--- src/rtl/seat_req_arbiter_if.sv ---
// Kiosk/manager request bus and seat-memory write bus shared by the arbiter
// and whatever drives the requests.
interface seat_req_arbiter_if;
    logic [3:0]        kreq_arb;
    logic [3:0][31:0]  kstu_arb;
    logic [3:0][4:0]   kseat_arb;
    logic [3:0][1:0]   kstate_arb;
    logic [3:0]        kack_arb;
    logic              mreq_arb;
    logic [1:0]        mop_arb;
    logic [1:0]        mban_arb;
    logic [10:0]       mlimit_arb;
    logic              mack_arb;
    logic              write_mem;
    logic [31:0]       Student_No_mem;
    logic [4:0]        Seat_No_mem;
    logic [1:0]        Seat_State_mem;
    logic [1:0]        write_set_mem;
    logic [1:0]        ban_mem;
    logic [10:0]       limit_time_mem;
    logic              rst_mem;
    logic [10:0]       Time_mem;

    modport master (
        output kreq_arb, kstu_arb, kseat_arb, kstate_arb,
        output mreq_arb, mop_arb, mban_arb, mlimit_arb,
        input  kack_arb, mack_arb,
        input  write_mem, Student_No_mem, Seat_No_mem, Seat_State_mem,
        input  write_set_mem, ban_mem, limit_time_mem, rst_mem, Time_mem
    );

    modport slave (
        input  kreq_arb, kstu_arb, kseat_arb, kstate_arb,
        input  mreq_arb, mop_arb, mban_arb, mlimit_arb,
        output kack_arb, mack_arb,
        output write_mem, Student_No_mem, Seat_No_mem, Seat_State_mem,
        output write_set_mem, ban_mem, limit_time_mem, rst_mem, Time_mem
    );
endinterface

--- src/rtl/seat_req_arbiter.sv ---
// Arbitrates four seat kiosks and one manager onto a single seat-memory write
// port, and keeps the minute-of-day clock with its daily opening reset.
module seat_req_arbiter #(
    parameter int TICKS_PER_MIN = 60,
    parameter int OPEN_MIN      = 360
) (
    input  logic               clk_arb,
    input  logic               rst_n_arb,
    seat_req_arbiter_if.slave  bus
);

    localparam int             CW        = (TICKS_PER_MIN > 1) ? $clog2(TICKS_PER_MIN) : 1;
    localparam logic [CW-1:0]  TICK_LAST = CW'(TICKS_PER_MIN - 1);
    localparam logic [10:0]    OPEN_T    = 11'(OPEN_MIN);
    localparam logic [10:0]    LAST_MIN  = 11'd1439;

    typedef enum logic [1:0] {IDLE, SETUP, STROBE, RELEASE} state_t;

    logic [CW-1:0] tick_cnt;
    logic [10:0]   next_min;
    logic          open_hit;
    logic          open_hit_d;

    state_t        state;
    logic [1:0]    rr_ptr;
    logic          grant_mgr;
    logic [1:0]    win_idx;
    logic [1:0]    op_q;

    logic          k_found;
    logic [1:0]    k_idx;
    logic [1:0]    scan_idx;

    always_comb begin
        next_min = (bus.Time_mem == LAST_MIN) ? 11'd0 : bus.Time_mem + 11'd1;
    end

    // open_hit marks the tick that lands on OPEN_MIN; rst_mem follows for two cycles
    always_ff @(posedge clk_arb or negedge rst_n_arb) begin
        if (!rst_n_arb) begin
            tick_cnt     <= '0;
            bus.Time_mem <= OPEN_T;
            open_hit     <= 1'b0;
            open_hit_d   <= 1'b0;
            bus.rst_mem  <= 1'b0;
        end else begin
            open_hit <= 1'b0;
            if (tick_cnt == TICK_LAST) begin
                tick_cnt     <= '0;
                bus.Time_mem <= next_min;
                open_hit     <= (next_min == OPEN_T);
            end else begin
                tick_cnt <= tick_cnt + 1'b1;
            end
            open_hit_d  <= open_hit;
            bus.rst_mem <= open_hit | open_hit_d;
        end
    end

    // Round-robin scan starting at the kiosk after the last kiosk winner
    always_comb begin
        k_found  = 1'b0;
        k_idx    = rr_ptr;
        scan_idx = rr_ptr;
        for (int i = 0; i < 4; i++) begin
            scan_idx = rr_ptr + 2'(i);
            if (!k_found && bus.kreq_arb[scan_idx]) begin
                k_found = 1'b1;
                k_idx   = scan_idx;
            end
        end
    end

    always_ff @(posedge clk_arb or negedge rst_n_arb) begin
        if (!rst_n_arb) begin
            state              <= IDLE;
            rr_ptr             <= 2'd0;
            grant_mgr          <= 1'b0;
            win_idx            <= 2'd0;
            op_q               <= 2'd0;
            bus.write_mem      <= 1'b0;
            bus.write_set_mem  <= 2'd0;
            bus.kack_arb       <= 4'd0;
            bus.mack_arb       <= 1'b0;
            bus.Student_No_mem <= 32'd0;
            bus.Seat_No_mem    <= 5'd0;
            bus.Seat_State_mem <= 2'd0;
            bus.ban_mem        <= 2'd2;
            bus.limit_time_mem <= 11'd120;
        end else begin
            bus.write_mem     <= 1'b0;
            bus.write_set_mem <= 2'd0;
            bus.kack_arb      <= 4'd0;
            bus.mack_arb      <= 1'b0;
            case (state)
                IDLE: begin
                    if (!bus.rst_mem) begin
                        if (bus.mreq_arb) begin
                            grant_mgr          <= 1'b1;
                            op_q               <= bus.mop_arb;
                            bus.ban_mem        <= bus.mban_arb;
                            bus.limit_time_mem <= bus.mlimit_arb;
                            state              <= SETUP;
                        end else if (k_found) begin
                            grant_mgr          <= 1'b0;
                            win_idx            <= k_idx;
                            rr_ptr             <= k_idx + 2'd1;
                            bus.Student_No_mem <= bus.kstu_arb[k_idx];
                            bus.Seat_No_mem    <= bus.kseat_arb[k_idx];
                            bus.Seat_State_mem <= bus.kstate_arb[k_idx];
                            state              <= SETUP;
                        end
                    end
                end
                SETUP: begin
                    state <= STROBE;
                    if (grant_mgr) begin
                        // Opcodes 0 and 3 are not memory commands: acked without a strobe
                        if (op_q == 2'd1 || op_q == 2'd2)
                            bus.write_set_mem <= op_q;
                    end else begin
                        bus.write_mem <= 1'b1;
                    end
                end
                STROBE: begin
                    state <= RELEASE;
                    if (grant_mgr)
                        bus.mack_arb <= 1'b1;
                    else
                        bus.kack_arb <= 4'b0001 << win_idx;
                end
                RELEASE: state <= IDLE;
                default: state <= IDLE;
            endcase
        end
    end

endmodule

--- src/flat_wrapper.sv ---
// flat-port wrapper written by rule: the top's interface ports become plain ports
module seat_req_arbiter_flat 
#(
    parameter int TICKS_PER_MIN = 60,
    parameter int OPEN_MIN      = 360
)
  (clk_arb, rst_n_arb, bus_kreq_arb, bus_kstu_arb, bus_kseat_arb, bus_kstate_arb, bus_mreq_arb, bus_mop_arb, bus_mban_arb, bus_mlimit_arb, bus_kack_arb, bus_mack_arb, bus_write_mem, bus_Student_No_mem, bus_Seat_No_mem, bus_Seat_State_mem, bus_write_set_mem, bus_ban_mem, bus_limit_time_mem, bus_rst_mem, bus_Time_mem);
  seat_req_arbiter_if bus_i ();
  input  logic clk_arb;
  input  logic rst_n_arb;
  input wire logic [$bits(bus_i.kreq_arb)-1:0] bus_kreq_arb;
  input wire logic [$bits(bus_i.kstu_arb)-1:0] bus_kstu_arb;
  input wire logic [$bits(bus_i.kseat_arb)-1:0] bus_kseat_arb;
  input wire logic [$bits(bus_i.kstate_arb)-1:0] bus_kstate_arb;
  input wire logic [$bits(bus_i.mreq_arb)-1:0] bus_mreq_arb;
  input wire logic [$bits(bus_i.mop_arb)-1:0] bus_mop_arb;
  input wire logic [$bits(bus_i.mban_arb)-1:0] bus_mban_arb;
  input wire logic [$bits(bus_i.mlimit_arb)-1:0] bus_mlimit_arb;
  output wire logic [$bits(bus_i.kack_arb)-1:0] bus_kack_arb;
  output wire logic [$bits(bus_i.mack_arb)-1:0] bus_mack_arb;
  output wire logic [$bits(bus_i.write_mem)-1:0] bus_write_mem;
  output wire logic [$bits(bus_i.Student_No_mem)-1:0] bus_Student_No_mem;
  output wire logic [$bits(bus_i.Seat_No_mem)-1:0] bus_Seat_No_mem;
  output wire logic [$bits(bus_i.Seat_State_mem)-1:0] bus_Seat_State_mem;
  output wire logic [$bits(bus_i.write_set_mem)-1:0] bus_write_set_mem;
  output wire logic [$bits(bus_i.ban_mem)-1:0] bus_ban_mem;
  output wire logic [$bits(bus_i.limit_time_mem)-1:0] bus_limit_time_mem;
  output wire logic [$bits(bus_i.rst_mem)-1:0] bus_rst_mem;
  output wire logic [$bits(bus_i.Time_mem)-1:0] bus_Time_mem;
  assign bus_i.kreq_arb = bus_kreq_arb;
  assign bus_i.kstu_arb = bus_kstu_arb;
  assign bus_i.kseat_arb = bus_kseat_arb;
  assign bus_i.kstate_arb = bus_kstate_arb;
  assign bus_i.mreq_arb = bus_mreq_arb;
  assign bus_i.mop_arb = bus_mop_arb;
  assign bus_i.mban_arb = bus_mban_arb;
  assign bus_i.mlimit_arb = bus_mlimit_arb;
  assign bus_kack_arb = bus_i.kack_arb;
  assign bus_mack_arb = bus_i.mack_arb;
  assign bus_write_mem = bus_i.write_mem;
  assign bus_Student_No_mem = bus_i.Student_No_mem;
  assign bus_Seat_No_mem = bus_i.Seat_No_mem;
  assign bus_Seat_State_mem = bus_i.Seat_State_mem;
  assign bus_write_set_mem = bus_i.write_set_mem;
  assign bus_ban_mem = bus_i.ban_mem;
  assign bus_limit_time_mem = bus_i.limit_time_mem;
  assign bus_rst_mem = bus_i.rst_mem;
  assign bus_Time_mem = bus_i.Time_mem;
  seat_req_arbiter #(.TICKS_PER_MIN(TICKS_PER_MIN), .OPEN_MIN(OPEN_MIN)) u_core (.clk_arb(clk_arb), .rst_n_arb(rst_n_arb), .bus(bus_i));
endmodule
--- config.mk ---
export PLATFORM = sky130hd
export DESIGN_NAME = seat_req_arbiter_flat
export DESIGN_NICKNAME = d
export VERILOG_FILES = /design/src/rtl/seat_req_arbiter_if.sv /design/src/rtl/seat_req_arbiter.sv /design/src/flat_wrapper.sv
export SDC_FILE = /design/constraint.sdc
export NUM_CORES = 1
export LEC_CHECK = 0
export ABC_AREA = 1
export CORE_ASPECT_RATIO = 0.7
export CORE_UTILIZATION = 25
export DETAILED_ROUTE_END_ITERATION = 12
export PLACE_DENSITY_LB_ADDON = 0.1
export RECOVER_POWER = 25
export SYNTH_ARGS = -nofsm -noshare
export SYNTH_HDL_FRONTEND = slang
export SYNTH_SLANG_ARGS = --single-unit
--- constraint.sdc ---
create_clock -name clk_arb -period 1.94 [get_ports clk_arb]
set_input_delay 0.485 -clock clk_arb [delete_from_list [all_inputs] [get_ports clk_arb]]
set_output_delay 0.485 -clock clk_arb [all_outputs]
set_load 0.03 [all_outputs]
==> impl_results.md <==
- Capture point of the critical path: u_core.bus.Student_No_mem[2]
- CTS tree: done
- CP Cell Sequence: buf_6 -> nand2_2 -> nand2_4 -> nand2_4 -> nand2_4 -> nor2_4 -> nand4_4 -> buf_12 -> clkbuf_16 -> nand3_1 -> nand2_1 -> nand2_1 -> nand2_1 -> nand2_1 -> nand2_1
- Leak Pwr: 5.21 nW
- Worst skew pair latency: 0.35 ns
- Final hold violation count: 0
- Clock buffer count from CTS: 9
- Psw: 0.00910 W
- Hold crit path type: flop to flop
- Top-level I/O count: 250
- R2R Path End: u_core.bus.Student_No_mem[2]
- Drt wl/cell: 15.7 microns
- Cells after synthesis: 865
- CTS root buf: clkbuf_16
- Filler cells: 2223
- CP Max Fanout: 19
- Most frequent cells in the layout: nand2_1, clkdlybuf4s50_1, nand3_1
- Final Power: 0.0186 W
- Starting density of the core: 25.7%
- Via/cell ratio: 4.45
- Internal Pwr Total: 0.00953 W
- Beginning of the worst register-to-register path: u_core.rr_ptr[0]
- CTS sink cnt: 89
- Critical Path Source Type: flop
- Reg area: 2240 sq um
- Max Clock Freq: 477 MHz
- Post-DRT Antenna Nets: 0
- WL met3: 1470 microns
- Die X: 181 microns
- CP max stage cell: dfrtp_2
- Largest net degree at the start of global routing: 43
- Syn Area/Cell: 6.47 sq um
- Power Density: 1850 nW/um^2
- Final setup vio count: 56
- Hold-fix buffers at CTS: 0
- Clock skew: 0.0126 ns
- Synth Register Bits: 89
- Die area: 23000 sq um
- Crit Path Class: flop to flop
- Final std cells w/o fill: 1445
- Maximum Capacitance Violations: 0
- Peak supply drop: 0.00133 V
- Synthesized area: 5590 sq um
- Worst Tran Pin Value: 1.27 ns
- RSZ-0062 raised after global routing: yes
- Placed insts: 1397
- Final WL: 22700 microns
- Post-synth net total: 1049
- Fin nets: 1341
- Total GRT Usage: 20.0%
- DRC viols: 0
- Met2 routed WL: 10000 microns
- H-tree depth: 3
- Worst Setup End Kind: flop
- CP arrival: 2.33 ns
- Post-route setup slack: -0.158 ns
- Metal-1 WL: 10900 microns
- Area Growth Syn to Fin: 80.3%
- Most common cell on crit path: nand2_1
- Clock power share: 9.2%
- Slew margin rel.: 15.6%
- Switch share: 48.8%
- Final Max Slew Viols: 0
- Post-synthesis cell type count: 32
- Max incr delay on CP: 0.46 ns
- Top layer in use: met5
- Crit path launch: u_core.rr_ptr[0]
- Via count: 6431
- Number of port buffers: 249
- Synth warn: 0
- Final Core Density: 46.3%
- Iteration-0 DRC count of the detailed router: 250
- Sequential fraction of the synthesis area: 40.0%
- Status: complete, but fails checks
- Core ar.: 21800 sq um
- Minimum clock period: 2.10 ns
- Required time at the worst-slack endpoint: 2.18 ns
- Die H: 127 microns
- GRT overflow: 0
- Final period util: 108%
- Core Rows: 45
- Post-DP HPWL: 15600 microns
- Register share of total power: 15.9%
- Initial antenna violation count: 2
- Clk buf depth: 2
- Reg clk slew, reported paths: 0.07 ns
- Pre-antenna DRT Iters: 6
- Share of cells above drive strength 1: 18.8%
- Failing checks: negative setup slack
- First-pass GRT wire length: 35600 microns
- R2r setup slk: -0.16 ns
- Number of global-route vias before repair: 6469
- R2R depth: 15
- Area of the multi-input gates: 3450 sq um
- Commonest non-fill, non-tap cell in the layout: nand2_1
- Comb power frac: 74.8%
- Routability cong.: 0.805
-- how the worst min path moves through the flow --
stage / startpoint / endpoint / slack [ns] / cells after the start
after CTS: rst_n_arb / u_core.bus.limit_time_mem[7] / 0.04 / 1
final: u_core.open_hit / u_core.open_hit_d / 0.37 / 0
after global placement: u_core.open_hit / u_core.open_hit_d / 0.36 / 0
after detailed placement: u_core.open_hit / u_core.open_hit_d / 0.36 / 0
after global routing: u_core.open_hit / u_core.open_hit_d / 0.39 / 0
after floorplan: rst_n_arb / u_core.bus.Seat_No_mem[0] / 0.19 / 0
-- sequential cells by signal (all words and copies together) (netlist names), 2 cells and up --
signal                     count
u_core.bus.Student_No_mem     32
u_core.bus.Time_mem           11
u_core.bus.limit_time_mem     11
u_core.tick_cnt                6
u_core.bus.Seat_No_mem         5
u_core.bus.kack_arb            4
u_core.bus.Seat_State_mem      2
u_core.bus.ban_mem             2
u_core.bus.write_set_mem       2
u_core.op_q                    2
u_core.rr_ptr                  2
u_core.state                   2
u_core.win_idx                 2
-- layout make-up --
| type | count | share of cell area (%) |
|---|---|---|
| timing repair inverter | 1 | 0.0745 |
| clock buffer | 10 | 2.27 |
| sequential | 89 | 22.2 |
| multi-input combinational | 692 | 34.2 |
| clock inverter | 6 | 0.496 |
| tap | 282 | 3.50 |
| antenna | 1 | 0.0248 |
| timing repair buffer | 328 | 35.7 |
| inverter | 36 | 1.44 |
-- repair_timing --
action                                 CTS  global route
setup endpoints to repair               77            76
endpoints found under the hold margin    0             0
cloned                                   9             3
pin swaps                               12            17
setup buffers                           18             2
resized for setup                      116            79
-- cells in the mapped netlist --
cell type	instances	area, sq um
a21oi_1	5	25.0
and3_1	1	6.26
buf_1	3	11.3
buf_2	21	105
buf_4	2	15.0
buf_6	3	33.8
clkbuf_1	19	71.3
dfrtp_1	80	2000
dfstp_2	9	236
ha_1	6	75.1
inv_1	34	128
inv_2	1	3.75
inv_4	1	6.26
nand2_1	493	1850
nand2_2	10	62.6
nand2_4	3	33.8
nand3_1	112	561
nand3_2	1	10.0
nand3b_1	1	7.51
nand4_1	6	37.5
nand4_4	2	42.5
nor2_1	16	60.1
nor2_2	1	6.26
nor2_4	1	11.3
nor3_1	8	40.0
nor4_1	1	6.26
o21ai_0	16	80.1
o21ai_1	1	5.00
o21bai_1	2	15.0
o22ai_1	2	12.5
or2_2	1	6.26
xor2_1	3	26.3
-- per-stage QoR --
step	instance area, sq um	setup slack [ns]	hold WS [ns]	setup TNS, ns
4_1_cts	9740	-0.123	0.0410	-3.13
5_1_grt	10100	-0.280	0.394	-13.49
3_3_place_gp	8760	-0.538	0.357	-25.90
3_5_place_dp	8760	-0.588	0.359	-28.90
6_report	10100	-0.158	0.371	-6.03
2_1_floorplan	5590	0.0648	0.189	0
-- kinds of logic (layout without fill, tap and decap cells) --
family / after synthesis / after routing / share of synthesized area (%)
compound gates: 26 / 26 / 2.46
fa+ha+maj: 6 / 6 / 1.34
other cells: 0 / 1 / 0
buf+inv: 84 / 381 / 6.69
flops: 89 / 89 / 40.0
simple gates: 657 / 657 / 49.0
xor+xnor: 3 / 3 / 0.470
-- critical path, delay by kind of cell, from the launching register on --
| family | cells | cell delay, ns |
|---|---|---|
| DFF | 1 | 0.46 |
| buffers and inverters | 3 | 0.54 |
| and+or+nand+nor | 12 | 0.97 |
-- layer usage --
metal	vias up	global-route usage, %
li1	3298	-
met1	2936	27.0
met2	171	31.4
met3	24	6.04
met4	2	4.68
met5	-	0
-- power by group through the flow --
stage / clock network, W / registers (W) / logic [W]
global route: 0.00186 / 0.00305 / 0.0154
detailed placement: 0 / 0.00293 / 0.0110
CTS: 0.00179 / 0.00294 / 0.0135
finish: 0.00172 / 0.00297 / 0.0139
global placement: 0 / 0.00294 / 0.0110
floorplan: 0 / 0.00392 / 0.00573
Power figures use the tool's default switching activity.
